==> src/rtl/top_buf_core.sv <==
// First-word-fall-through buffer with valid/ready handshakes on both sides,
// fill-level / almost-full / sticky overflow status and a synchronous flush.
module top_buf_core #(
  parameter int unsigned width_p = 10,
  parameter int unsigned depth_p = 4,
  parameter int unsigned afull_p = 3,
  localparam int unsigned lvl_w  = $clog2(depth_p + 1)
) (
  input  logic               main_clk_i,
  input  logic               main_rst_an_i,
  input  logic [width_p-1:0] in_data_i,
  input  logic               in_valid_i,
  output logic               in_ready_o,
  output logic [width_p-1:0] out_data_o,
  output logic               out_valid_o,
  input  logic               out_ready_i,
  input  logic               clr_i,
  output logic [lvl_w-1:0]   level_o,
  output logic               afull_o,
  output logic               ovf_o
);

  localparam int unsigned ptr_w = $clog2(depth_p);
  localparam logic [ptr_w-1:0] last_ptr = ptr_w'(depth_p - 1);

  logic [width_p-1:0] mem_q [depth_p];
  logic [ptr_w-1:0]   wr_ptr_q, rd_ptr_q;
  logic [ptr_w-1:0]   wr_ptr_nxt, rd_ptr_nxt;
  logic [lvl_w-1:0]   level_q;
  logic               ovf_q;
  logic               push, pop, ovf_set;

  // Flags decode only the registered level, so no input reaches an output.
  always_comb begin
    in_ready_o  = (level_q != lvl_w'(depth_p));
    out_valid_o = (level_q != '0);
    afull_o     = (level_q >= lvl_w'(afull_p));
    level_o     = level_q;
    ovf_o       = ovf_q;
    out_data_o  = mem_q[rd_ptr_q];
  end

  always_comb begin
    push       = in_valid_i & in_ready_o;
    pop        = out_valid_o & out_ready_i;
    ovf_set    = in_valid_i & ~in_ready_o;
    // Explicit wrap keeps non-power-of-two depths working.
    wr_ptr_nxt = (wr_ptr_q == last_ptr) ? '0 : wr_ptr_q + ptr_w'(1);
    rd_ptr_nxt = (rd_ptr_q == last_ptr) ? '0 : rd_ptr_q + ptr_w'(1);
  end

  always_ff @(posedge main_clk_i or negedge main_rst_an_i) begin
    if (!main_rst_an_i) begin
      wr_ptr_q <= '0;
      rd_ptr_q <= '0;
      level_q  <= '0;
      ovf_q    <= 1'b0;
      for (int i = 0; i < int'(depth_p); i++) begin
        mem_q[i] <= '0;
      end
    end else if (clr_i) begin
      // Flush wins over push, pop and overflow; storage is left as is.
      wr_ptr_q <= '0;
      rd_ptr_q <= '0;
      level_q  <= '0;
      ovf_q    <= 1'b0;
    end else begin
      if (push) begin
        mem_q[wr_ptr_q] <= in_data_i;
        wr_ptr_q        <= wr_ptr_nxt;
      end
      if (pop) begin
        rd_ptr_q <= rd_ptr_nxt;
      end
      if (push && !pop) begin
        level_q <= level_q + lvl_w'(1);
      end else if (pop && !push) begin
        level_q <= level_q - lvl_w'(1);
      end
      if (ovf_set) begin
        ovf_q <= 1'b1;
      end
    end
  end

endmodule

==> config.mk <==
export PLATFORM = sky130hd
export DESIGN_NAME = top_buf_core
export DESIGN_NICKNAME = d
export VERILOG_FILES = /design/src/rtl/top_buf_core.sv
export SDC_FILE = /design/constraint.sdc
export NUM_CORES = 1
export LEC_CHECK = 0
export CORE_MARGIN = 2
export CORE_UTILIZATION = 52
export CTS_BUF_LIST = sky130_fd_sc_hd__clkbuf_8
export CTS_CLUSTER_SIZE = 12
export DETAILED_ROUTE_END_ITERATION = 10
export PLACE_DENSITY = 0.82
export SLEW_MARGIN = 20
export SYNTH_ARGS = -nofsm -noshare
export SYNTH_HDL_FRONTEND = slang
export SYNTH_SLANG_ARGS = --single-unit
==> constraint.sdc <==
create_clock -name main_clk_i -period 4.56 [get_ports main_clk_i]
set_clock_uncertainty 0.05 [all_clocks]
set_input_delay 0.456 -clock main_clk_i [delete_from_list [all_inputs] [get_ports main_clk_i]]
set_output_delay 0.456 -clock main_clk_i [all_outputs]
set_load 0.01 [all_outputs]
# After elaboration in Yosys (flattened, before gate mapping)
# Index checks and enable logic that the tools add are counted.
[word_totals]
register_bits = 48
in_bits = 15
output_inout_bits = 17
word_cells = 54
[classes]
add_sub_neg = 4
order_cmp = 4
eq_ne = 3
mux = 17
n_bitwise = 7
reduce_logical = 11
[op_table]
columns = ["op", "n"]
rows = [
  ["40-bit bitwise mux", 1],
  ["10-bit two-way mux", 3],
  ["10-bit binary-select mux with 2-bit select", 1],
  ["10-bit demux with 2-bit select", 1],
  ["2-bit two-way mux", 6],
  ["3-bit two-way mux", 3],
  ["3-bit greater-or-equal comparator, second input constant", 2],
  ["2-bit NOT with 3-bit output", 2],
  ["2-bit nonzero test", 3],
  ["3-bit nonzero test", 2],
  ["2-bit by 1-bit adder with 2-bit output, second input constant", 2],
  ["2-bit equality test, second input constant", 2],
  ["3-bit by 1-bit adder with 3-bit output, second input constant", 1],
  ["1-bit bitwise AND", 3],
  ["3-bit by 2-bit greater-or-equal comparator with 1-bit output, second input constant", 1],
  ["1-bit logical AND", 3],
  ["3-bit by 1-bit less-than comparator with 1-bit output, second input constant", 1],
  ["3-bit != test, second input constant", 1],
  ["3-bit by 1-bit subtractor with 3-bit output, second input constant", 1],
  ["1-bit zero test", 2],
  ["1-bit two-way mux", 2],
  ["1-bit NOT", 2],
  ["2-bit AND reduction", 1],
]

# Depth between registers and ports, before layout
[depth]
word_depth = 7
mapped_depth = 8
mapped_depth_nobuf = 7

# Worst setup path before layout
# No wires, ideal clock.
[synth_path]
path_kind = "register to register"
from = "register level_q[1] (netlist: level_o[1])"
to = "register level_q[2] (netlist: level_o[2])"
setup_time_ns = 0.139
arrival_time_ns = 2.051
t_required_ns = 4.371
setup_slack_ns = 2.320
path_stages_with_launch = 9
path_buffers = 1
synth_period_minus_slack_ns = 2.240
cell_sequence = "dfrtp_1 > buf_2 > nor3b_4 > inv_2 > and3_2 > fa_1 > and3b_1 > a311oi_1 > a211oi_1"
[synth_between]
word_cells_on_any_way = 14
cone_classes = "add/sub: 2; eq/ne: 1; mux: 3; bitwise: 2; reduce/logical: 6"
[synth_lines]
columns = ["item", "line", "rtl"]
rows = [
  ["from (decl)", "29", "logic [lvl_w-1:0] level_q;"],
  ["from (signal assigned)", "76", "level_q <= level_q + lvl_w'(1);"],
  ["from (signal assigned)", "78", "level_q <= level_q - lvl_w'(1);"],
  ["3-bit != test *", "35", "in_ready_o = (level_q != lvl_w'(depth_p));"],
  ["via in_ready_o", "13", "output logic in_ready_o,"],
  ["1-bit bitwise AND *", "44", "push = in_valid_i & in_ready_o;"],
  ["1-bit logical AND / 1-bit zero test (equally long branches)", "75, 77", ""],
  ["3-bit two-way mux / 1-bit logical AND (equally long branches)", "75, 77", ""],
  ["3-bit two-way mux / 3-bit nonzero test (equally long branches)", "n/a", ""],
]
# Mark *: on every way through the listed nets, which the timed path passes. The rest lies on a longest branch. The select of a mux whose other input is x is not followed.
# A chain may end at the register's enable or synchronous reset.

# Worst setup path after layout
[layout_path]
from = "register rd_ptr_q[0]"
to = "output out_data_o[4]"
[layout_between]
elab_chain_cells = 4
[layout_rtl]
columns = ["item", "line", "rtl"]
rows = [
  ["from (decl)", "27", "logic [ptr_w-1:0] wr_ptr_q, rd_ptr_q;"],
  ["from (signal assigned)", "73", "rd_ptr_q <= rd_ptr_nxt;"],
  ["2-bit NOT with 3-bit output (not written as such)", "40", "out_data_o = mem_q[rd_ptr_q];"],
  ["10-bit binary-select mux with 2-bit select", "40", ""],
  ["10-bit two-way mux (not written as such) (2 in series)", "40", ""],
  ["to (decl)", "14", "output logic [width_p-1:0] out_data_o,"],
]
# Every way passes these cells. The select of a mux whose other input is x is not followed.

==> flow_metrics.env <==
export IMPL_fin_ws_ps=1820
export IMPL_r2r_cells=7
export IMPL_post_drt_via_cell_ratio=5.95
export IMPL_ios=32
export IMPL_grt_pass1_wl_um=7560
export IMPL_cp_data_arrival_time_ps=2240
export IMPL_layout_worst_path_cycle_share_pct=60.2
export IMPL_placedCellCount=236
export IMPL_period_needed_ps=2740
export IMPL_die_w_um=71.4
export IMPL_setup_viol=0
export IMPL_cts_sinks=48
export IMPL_hp_class="in2async"
export IMPL_slowest_stage="dfrtp_1"
export IMPL_port_buffers=31
export IMPL_worst_pin_slew_ps=746
export IMPL_clk_latency_ps=300
export IMPL_p_per_area_nw_per_um2=609
export IMPL_cts_buffers_inserted=5
export IMPL_cts_hold_buf=0
export IMPL_reg2reg_setup_slack_ps=2180
export IMPL_pwr_share_comb_pct=40.6
export IMPL_crit_fanout=13
export IMPL_drt_wl_total_um=4430
export IMPL_final_area_um2=2790
export IMPL_timing_rr_end="level_o[2]"
export IMPL_antenna_found_initial=0
export IMPL_drtIter0Drc=71
export IMPL_timing_rr_start="level_o[1]"
export IMPL_use_met3_pct=5.06
export IMPL_status="finished, final reports clean"
export IMPL_grt_busiest_layer="met2"
export IMPL_antenna_cells=0
export IMPL_yosysWarnings=0
export IMPL_grt_overflow_total=0
export IMPL_dp_hpwl_um=3030
export IMPL_seq_power_share_pct=43.5
export IMPL_syn_avg_cell_area_um2=14.7
export IMPL_relSlewSlack_pct=50.2
export IMPL_vias=1453
export IMPL_hold_viol=0
export IMPL_core_um2=4350
export IMPL_netlist_instances=160
export IMPL_synth_cell_types=37
export IMPL_cpLargestDelayFamily="flip-flops"
export IMPL_grtUsageMet1_pct=25.5
export IMPL_slowest_delay_ps=840
export IMPL_fmax_mhz=364
export IMPL_crit_path_end_kind="primary output"
export IMPL_syn_cell_area_um2=2360
export IMPL_synth_most_common_cell="dfrtp_1"
export IMPL_rsz0062_at_grt="false"
export IMPL_slew_violations=0
export IMPL_crit_chain="mux4_2 -> clkdlybuf4s50_1"
export IMPL_final_cells=244
export IMPL_cts_tree="yes"
export IMPL_critPathLaunchType="flop"
export IMPL_fin_total_pwr_mw=1.70
export IMPL_synthesis_nets=181
export IMPL_path_class="reg2out"
export IMPL_track_usage_pct=19.3
export IMPL_ys_ff_latch=48
export IMPL_wire_per_inst_um=18.2
export IMPL_drtPass1Iterations=4
export IMPL_cts_root_buf="clkbuf_8"
export IMPL_die_area_um2=5090
export IMPL_nNetsFinal=212
export IMPL_ir_worst_vdd_mv=0.237
export IMPL_clkPwrFrac_pct=16.0
export IMPL_drive_above_1_share_pct=36.5
export IMPL_crit_buf_inv=1
export IMPL_use_met2_pct=31.0
export IMPL_required_ps=4050
export IMPL_place_ws_ps=1840
export IMPL_synth_top_cells_by_count="dfrtp_1 (48), mux2_2 (31), mux2_4 (10), mux4_2 (10)"
export IMPL_synth_ff_type="dfrtp_1"
export IMPL_place_area_um2=2690
export IMPL_area_delta_synth_final_pct=18.1
export IMPL_path_clk_slew_ps=90
export IMPL_synth_top_area_share_pct=50.9
export IMPL_ant_nets=0
export IMPL_intPower_mw=1.18
export IMPL_yosysSeqAreaShare_pct=50.9
export IMPL_cellLeakagePower_nw=1.26
export IMPL_yosys_top_cells_area="dfrtp_1 (51%), mux2_2 (15%), mux4_2 (9.5%)"
export IMPL_synth_edf_count=0
export IMPL_synthArstFlopShare_pct=100
export IMPL_fin_hold_ws_ps=98.8
export IMPL_drc_errors=0
export IMPL_cts_setup_buffers=0
export IMPL_h_tree_depth=2
export IMPL_grt_pass1_vias=1532
export IMPL_post_route_util_pct=64.0
export IMPL_clockBufferDepth=2
export IMPL_grt_max_degree=49
export IMPL_setup_tns_ps=0
export IMPL_cts_resized=0
export IMPL_gp_congestion=0.792
export IMPL_die_height_um=71.4
export IMPL_synth_largest_area_cell="dfrtp_1"
export IMPL_rows=24
export IMPL_p_sw_share_pct=30.7
export IMPL_net_switching_power_mw=0.521
export IMPL_start_util_pct=54.2
export IMPL_drv_cap=0
## power groups by stage
stage / clock network [mW] / logic [mW] / registers (mW)
after global placement: 0 / 0.667 / 0.725
final: 0.271 / 0.688 / 0.738
after CTS: 0.279 / 0.696 / 0.737
after detailed placement: 0 / 0.694 / 0.744
after floorplan: 0 / 0.484 / 0.671
after global routing: 0.298 / 0.741 / 0.763
## logic make-up (layout without fill, tap and decap cells)
| family | Yosys count | in the layout | share of synthesized area [%] |
|---|---|---|---|
| multiplexers | 53 | 53 | 31.5 |
| flip-flops | 48 | 48 | 50.9 |
| AND/OR/NAND/NOR | 20 | 20 | 5.73 |
| AO/OA/AOI/OAI | 18 | 18 | 5.30 |
| buffers and inverters | 15 | 47 | 3.02 |
| adder cells (fa/ha/maj) | 6 | 6 | 3.50 |
## state kept, by name, indices dropped and copies added, names as in the netlist
register and cells:
ovf_o 1, wr_ptr_q 2, rd_ptr_q 2, level_o 3, mem_q 40
## routing by layer
layer  routed length (µm)  up-vias
li1                     -      653
met1                 1930      752
met2                 2210       39
met3                  202        9
met4                   89        0
met5                    0        -
## placed cells by master, fill, tap and decap left out, types with 2 or more instances in the layout
cell type / count
clkbuf_8: 6
mux2i_1: 2
mux2_4: 10
o31ai_1: 2
a21oi_1: 4
clkdlybuf4s50_1: 30
mux4_2: 10
o21ai_0: 3
inv_1: 7
nor2_1: 7
dfrtp_1: 48
nand3_2: 3
mux2_2: 31
ha_1: 5
## area by class of cell
type / instances / area, µm²
clock buffer: 6 / 82.6
clock inverter: 2 / 13.8
fill: 312 / 1570
inverter: 8 / 30.0
multi-input combinational: 97 / 1090
sequential: 48 / 1200
tap: 52 / 65.1
timing repair buffer: 31 / 308
## worst max path at each step
stage                     depth (start not counted)            end  slack [ps]        start
after CTS                                         2  out_data_o[4]        1760  rd_ptr_q[0]
after global placement                            4      mem_q[30]        1920   in_valid_i
after global routing                              2  out_data_o[8]        1660  rd_ptr_q[0]
after detailed placement                          4      mem_q[38]        1840   in_valid_i
final                                             2  out_data_o[4]        1820  rd_ptr_q[0]
after floorplan                                   8     level_o[2]        2320   level_o[1]
(Power assumes the default switching activity.)
